$ cat src/rtl/wptr_full_if.sv
// Write-side FIFO pointer bundle: producer handshake, synchronized read
// pointer in, Gray write pointer / address / flags out.
// Optional overflow status signals are present when WPTR_FULL_OVF_STATUS_EN
// is defined.
interface wptr_full_if #(
   parameter int ADDR_WIDTH = 4
);
   logic                  winc;
   logic [ADDR_WIDTH:0]   wq2_rptr;
   logic [ADDR_WIDTH:0]   wptr;
   logic [ADDR_WIDTH-1:0] waddr;
   logic                  wfull;
   logic                  walmost_full;
   logic [ADDR_WIDTH:0]   wlevel;
`ifdef WPTR_FULL_OVF_STATUS_EN
   logic                  wovf_clr;
   logic                  wovf;
   logic [7:0]            wovf_cnt;

   modport master (
      output winc, wq2_rptr, wovf_clr,
      input  wptr, waddr, wfull, walmost_full, wlevel, wovf, wovf_cnt
   );
   modport slave (
      input  winc, wq2_rptr, wovf_clr,
      output wptr, waddr, wfull, walmost_full, wlevel, wovf, wovf_cnt
   );
`else
   modport master (
      output winc, wq2_rptr,
      input  wptr, waddr, wfull, walmost_full, wlevel
   );
   modport slave (
      input  winc, wq2_rptr,
      output wptr, waddr, wfull, walmost_full, wlevel
   );
`endif
endinterface

$ cat src/rtl/wptr_full.sv
// Async-FIFO write-side pointer and full/almost-full flag generator.
// Binary pointer advances on accepted writes; its Gray form crosses to the
// read domain. Flags are registered and computed against the already
// synchronized read pointer, so they are pessimistic.
// Optional macro WPTR_FULL_OVF_STATUS_EN adds sticky overflow status and a
// saturating dropped-write counter.
module wptr_full #(
   parameter int ADDR_WIDTH   = 4,
   parameter int AFULL_THRESH = 12
) (
   input logic          wclk,
   input logic          wrst,
   wptr_full_if.slave   bus
);

   localparam logic [ADDR_WIDTH:0] AFULL_LVL = AFULL_THRESH[ADDR_WIDTH:0];

   logic [ADDR_WIDTH:0] wbin;
   logic [ADDR_WIDTH:0] wbin_next;
   logic [ADDR_WIDTH:0] wgray_next;
   logic [ADDR_WIDTH:0] rbin;
   logic [ADDR_WIDTH:0] level_next;
   logic                accept;
   logic                full_next;
   logic                afull_next;

   assign bus.waddr = wbin[ADDR_WIDTH-1:0];

   // Next pointer, read-pointer decode and next-state flags.
   always_comb begin
      accept     = bus.winc & ~bus.wfull;
      wbin_next  = wbin + {{ADDR_WIDTH{1'b0}}, accept};
      wgray_next = wbin_next ^ (wbin_next >> 1);
      rbin       = '0;
      // Gray-to-binary: each binary bit is the XOR of all Gray bits at or above it.
      for (int unsigned i = 0; i <= ADDR_WIDTH; i++) begin
         rbin[i] = ^(bus.wq2_rptr >> i);
      end
      level_next = wbin_next - rbin;
      full_next  = (wgray_next == {~bus.wq2_rptr[ADDR_WIDTH:ADDR_WIDTH-1],
                                    bus.wq2_rptr[ADDR_WIDTH-2:0]});
      afull_next = (level_next >= AFULL_LVL);
   end

   // Pointer and flag registers with synchronous reset.
   always_ff @(posedge wclk) begin
      if (wrst) begin
         wbin             <= '0;
         bus.wptr         <= '0;
         bus.wfull        <= 1'b0;
         bus.walmost_full <= 1'b0;
         bus.wlevel       <= '0;
      end else begin
         wbin             <= wbin_next;
         bus.wptr         <= wgray_next;
         bus.wfull        <= full_next;
         bus.walmost_full <= afull_next;
         bus.wlevel       <= level_next;
      end
   end

`ifdef WPTR_FULL_OVF_STATUS_EN
   logic drop;

   assign drop = bus.winc & bus.wfull;

   // Sticky overflow flag and saturating drop counter; a drop in the clear
   // cycle wins and restarts the count at one.
   always_ff @(posedge wclk) begin
      if (wrst) begin
         bus.wovf     <= 1'b0;
         bus.wovf_cnt <= '0;
      end else if (drop) begin
         bus.wovf <= 1'b1;
         if (bus.wovf_clr) begin
            bus.wovf_cnt <= 8'd1;
         end else if (bus.wovf_cnt != 8'hFF) begin
            bus.wovf_cnt <= bus.wovf_cnt + 8'd1;
         end
      end else if (bus.wovf_clr) begin
         bus.wovf     <= 1'b0;
         bus.wovf_cnt <= '0;
      end
   end
`endif

endmodule

$ cat src/flat_wrapper.sv
// flat-port wrapper written by rule: the top's interface ports become plain ports
module wptr_full_flat 
#(
   parameter int ADDR_WIDTH   = 4,
   parameter int AFULL_THRESH = 12
)
  (wclk, wrst, bus_winc, bus_wq2_rptr, bus_wptr, bus_waddr, bus_wfull, bus_walmost_full, bus_wlevel);
  wptr_full_if #(.ADDR_WIDTH(ADDR_WIDTH)) bus_i ();
  input logic wclk;
  input logic wrst;
  input wire logic [$bits(bus_i.winc)-1:0] bus_winc;
  input wire logic [$bits(bus_i.wq2_rptr)-1:0] bus_wq2_rptr;
  output wire logic [$bits(bus_i.wptr)-1:0] bus_wptr;
  output wire logic [$bits(bus_i.waddr)-1:0] bus_waddr;
  output wire logic [$bits(bus_i.wfull)-1:0] bus_wfull;
  output wire logic [$bits(bus_i.walmost_full)-1:0] bus_walmost_full;
  output wire logic [$bits(bus_i.wlevel)-1:0] bus_wlevel;
  assign bus_i.winc = bus_winc;
  assign bus_i.wq2_rptr = bus_wq2_rptr;
  assign bus_wptr = bus_i.wptr;
  assign bus_waddr = bus_i.waddr;
  assign bus_wfull = bus_i.wfull;
  assign bus_walmost_full = bus_i.walmost_full;
  assign bus_wlevel = bus_i.wlevel;
  wptr_full #(.ADDR_WIDTH(ADDR_WIDTH), .AFULL_THRESH(AFULL_THRESH)) u_core (.wclk(wclk), .wrst(wrst), .bus(bus_i));
endmodule
$ cat config.mk
export PLATFORM = sky130hd
export DESIGN_NAME = wptr_full_flat
export DESIGN_NICKNAME = d
export VERILOG_FILES = /design/src/rtl/wptr_full_if.sv /design/src/rtl/wptr_full.sv /design/src/flat_wrapper.sv
export SDC_FILE = /design/constraint.sdc
export NUM_CORES = 1
export LEC_CHECK = 0
export CAP_MARGIN = 5
export CORE_MARGIN = 5
export CORE_UTILIZATION = 41
export DETAILED_ROUTE_END_ITERATION = 8
export GPL_TIMING_DRIVEN = 1
export HOLD_SLACK_MARGIN = 0.1
export PLACE_DENSITY = 0.73
export SLEW_MARGIN = 20
export SYNTH_ARGS = -nofsm -noshare
export SYNTH_HDL_FRONTEND = slang
export SYNTH_SLANG_ARGS = --single-unit
export TNS_END_PERCENT = 1
$ cat constraint.sdc
create_clock -name wclk -period 2.8 [get_ports wclk]
set_input_delay 0.7 -clock wclk [delete_from_list [all_inputs] [get_ports wclk]]
set_output_delay 0.7 -clock wclk [all_outputs]
set_load 0.05 [all_outputs]
==> impl_results.md <==
- Synthesis warning total: 0
- Pwr per Cell Area: 581 mW/mm²
- Post-layout min period: 2.80 ns
- Synthesized Nets: 102
- Quantity of hold-fixing buffers added after cts: 0
- I/O Buffers: 23
- Initial DRT Pass Iterations: 4
- Syn Area/Cell: 9.75 µm²
- Initial Utilization: 43.3%
- Worst-path maximum fanout: 6
- Vias in the first global route: 746
- Die height: 55.8 µm
- Failing checks: setup timing
- Via Count: 770
- Max incr delay on CP: 0.46 ns
- Worst path slowest cell: clkdlybuf4s50_1
- Period utilisation layout: 100%
- # setup viols final: 1
- Worst slew margin: 66.6%
- Slew Limit Fails: 0
- Outcome: finished, violations left
- Clk_lat worst skew: 0.28 ns
- DP Worst Slack: -0.419 ns
- Vias per cell: 4.84
- Mapped Area: 858 µm²
- Final net count: 147
- Worst Tran Pin Value: 0.499 ns
- Max frequency: 357 MHz
- Most used cell, CP: ha_4
- Post-route DRC: 0
- # IOs: 24
- CP Capture Type: register
- Die width: 55.8 µm
- CP cell instances: clkdlybuf4s50_1, nor2b_4, ha_4, nand3_2, xor2_2, inv_2, ha_4, buf_4, a221oi_2, o21ai_1, a311oi_2, o31ai_1
- Longest Clk Path Bufs: 2
- Largest net degree at the start of global routing: 12
- Static Leak: 0.599 nW
- Antenna diodes: 0
- Sequential fraction of the synthesis area: 37.3%
- CTS H-tree depth: 1
- CP required: 2.96 ns
- Worst EP arrival: 2.96 ns
- HPWL after detailed placement: 1490 µm
- Final WL: 2250 µm
- Post-layout util: 71.8%
- Area of the die: 0.00311 mm²
- Core area: 0.00198 mm²
- Most frequent cells in the layout: clkdlybuf4s50_1 (21), buf_4 (19), dfxtp_1 (16), nor2_1 (13), xor2_1 (7)
- WS Path Type: in -> reg
- Grt ovf: 0
- Clock transition at the registers of the reported paths: 0.09 ns
- Worst setup SP type: primary input
- R2R Setup Slk: 0.54 ns
- Initial antenna violation count: 0
- Most common cell after layout, fill and taps aside: clkdlybuf4s50_1
- Setup WS post-layout: -0.000461 ns
- Layout area overhead: 65.9%
- Iteration-0 DRC Markers: 16
- Cell variety after synth: 27
- Wire per inst: 14.1 µm
- Sink Count: 16
- Min-delay worst type: reg -> reg
- Gate Count Post-Synth: 88
- FP Rows: 16
- Worst vdd ir: 0.416 mV
- Hold violation count in the final report: 0
- Layout cells sized above 1: 32.6%
- CTS Buf Count: 3
- Antenna Nets Post-Route: 0
- Routability cong.: 0.737
- Clk_skew: 0.00571 ns
- Tot GR Track Use: 13.7%
- CTS root buf: clkbuf_4
- Max Cap Violations: 0
- #FFs+latches synth: 16
- First-pass GRT wire length: 3320 µm
- CTS tree: done
## area by class of cell
class / count / area [µm²]
Clock buffer: 4 / 36.3
Fill cell: 132 / 558
Tap cell: 27 / 33.8
Sequential cell: 16 / 320
Timing Repair Buffer: 42 / 374
Multi-Input combinational cell: 64 / 637
Inverter: 6 / 22.5
## power breakdown
group	internal [mW]	switching [mW]	total [mW]
Clock	0.0790	0.0684	0.147
Combinational	0.180	0.232	0.412
Sequential	0.258	0.0108	0.268
## critical path, delay by kind of cell
| family | cells | cell delay, ns |
|---|---|---|
| AO/OA/AOI/OAI | 4 | 0.70 |
| XOR/XNOR | 1 | 0.23 |
| adder cells (fa/ha/maj) | 2 | 0.39 |
| buffers and inverters | 3 | 0.67 |
| AND/OR/NAND/NOR | 2 | 0.25 |
## cells by family (layout without fill, tap and decap cells)
kind of cell | count (synthesis) | count (layout) | share of synthesized area [%]
flops | 16 | 16 | 37.3
xor+xnor | 18 | 18 | 22.6
fa+ha+maj | 6 | 6 | 8.75
mux | 1 | 1 | 1.17
buf+inv | 8 | 52 | 3.50
simple gates | 31 | 31 | 20.1
compound gates | 8 | 8 | 6.56
## path summary, 6_finish.rpt
| path | start | to | cells past startpoint |
|---|---|---|---|
| max | bus_winc | u_core.bus.walmost_full | 12 |
| min | u_core.bus.wptr[4] | u_core.bus.wptr[4] | 2 |
| max reg2reg | u_core.bus.wfull | u_core.bus.walmost_full | 11 |
| min reg2reg | u_core.bus.wptr[4] | u_core.bus.wptr[4] | 2 |
## per-layer routing
| layer | wire (µm) | vias up | global-route usage [%] |
|---|---|---|---|
| met3 | 88 | 6 | 3.25 |
| met2 | 1180 | 17 | 25.0 |
| met5 | 0 | - | 0 |
| li1 | - | 386 | - |
| met1 | 905 | 361 | 14.4 |
| met4 | 72 | 0 | 7.29 |
## metrics by stage
stage            TNS, ns  hold slack [ns]  std cells  total power, mW  cell area, µm²
4_1_cts                0            0.619        156            0.808            1340
3_5_place_dp       -1.24            0.599        152            0.638            1240
2_1_floorplan          0            0.772         88            0.508             866
6_report       -0.000461            0.616        159            0.828            1420
3_3_place_gp       -1.05            0.569        152            0.633            1240
5_1_grt           -0.113            0.651        159            0.877            1420
## synthesized netlist by cell type
cell / n / share of area, %
o41a_1: 1 / 1.3
xnor2_1: 6 / 6.1
and3_1: 2 / 1.5
nand3_1: 1 / 0.58
nor2b_1: 7 / 5.1
xor2_2: 1 / 1.9
dfxtp_1: 16 / 37
o31ai_1: 1 / 0.87
nor4b_2: 1 / 1.7
nor2_1: 13 / 5.7
ha_1: 6 / 8.7
clkbuf_1: 2 / 0.87
mux2i_1: 1 / 1.2
xnor3_1: 1 / 2.6
nor3_1: 2 / 1.2
a221oi_1: 1 / 1.0
inv_1: 6 / 2.6
xor2_1: 9 / 9.2
a311oi_1: 1 / 1.0
nor4_1: 1 / 0.73
nor4b_1: 1 / 1.0
o21ai_0: 2 / 1.2
nor4bb_1: 1 / 1.2
xnor3_2: 1 / 2.8
and2_1: 1 / 0.73
a21oi_1: 2 / 1.2
nand2b_1: 1 / 0.73
## state kept, by name (all words and copies together) (netlist names)
name,count
u_core.bus.walmost_full,1
u_core.bus.wlevel,5
u_core.bus.wfull,1
u_core.wbin,4
u_core.bus.wptr,5
## what timing repair did
action,4_1_cts,5_1_grt
pin swaps,13,10
setup endpoints to repair,3,3
resized for setup,13,11
setup buffers,0,3
Note: power is estimated with default switching activity, not from simulation.
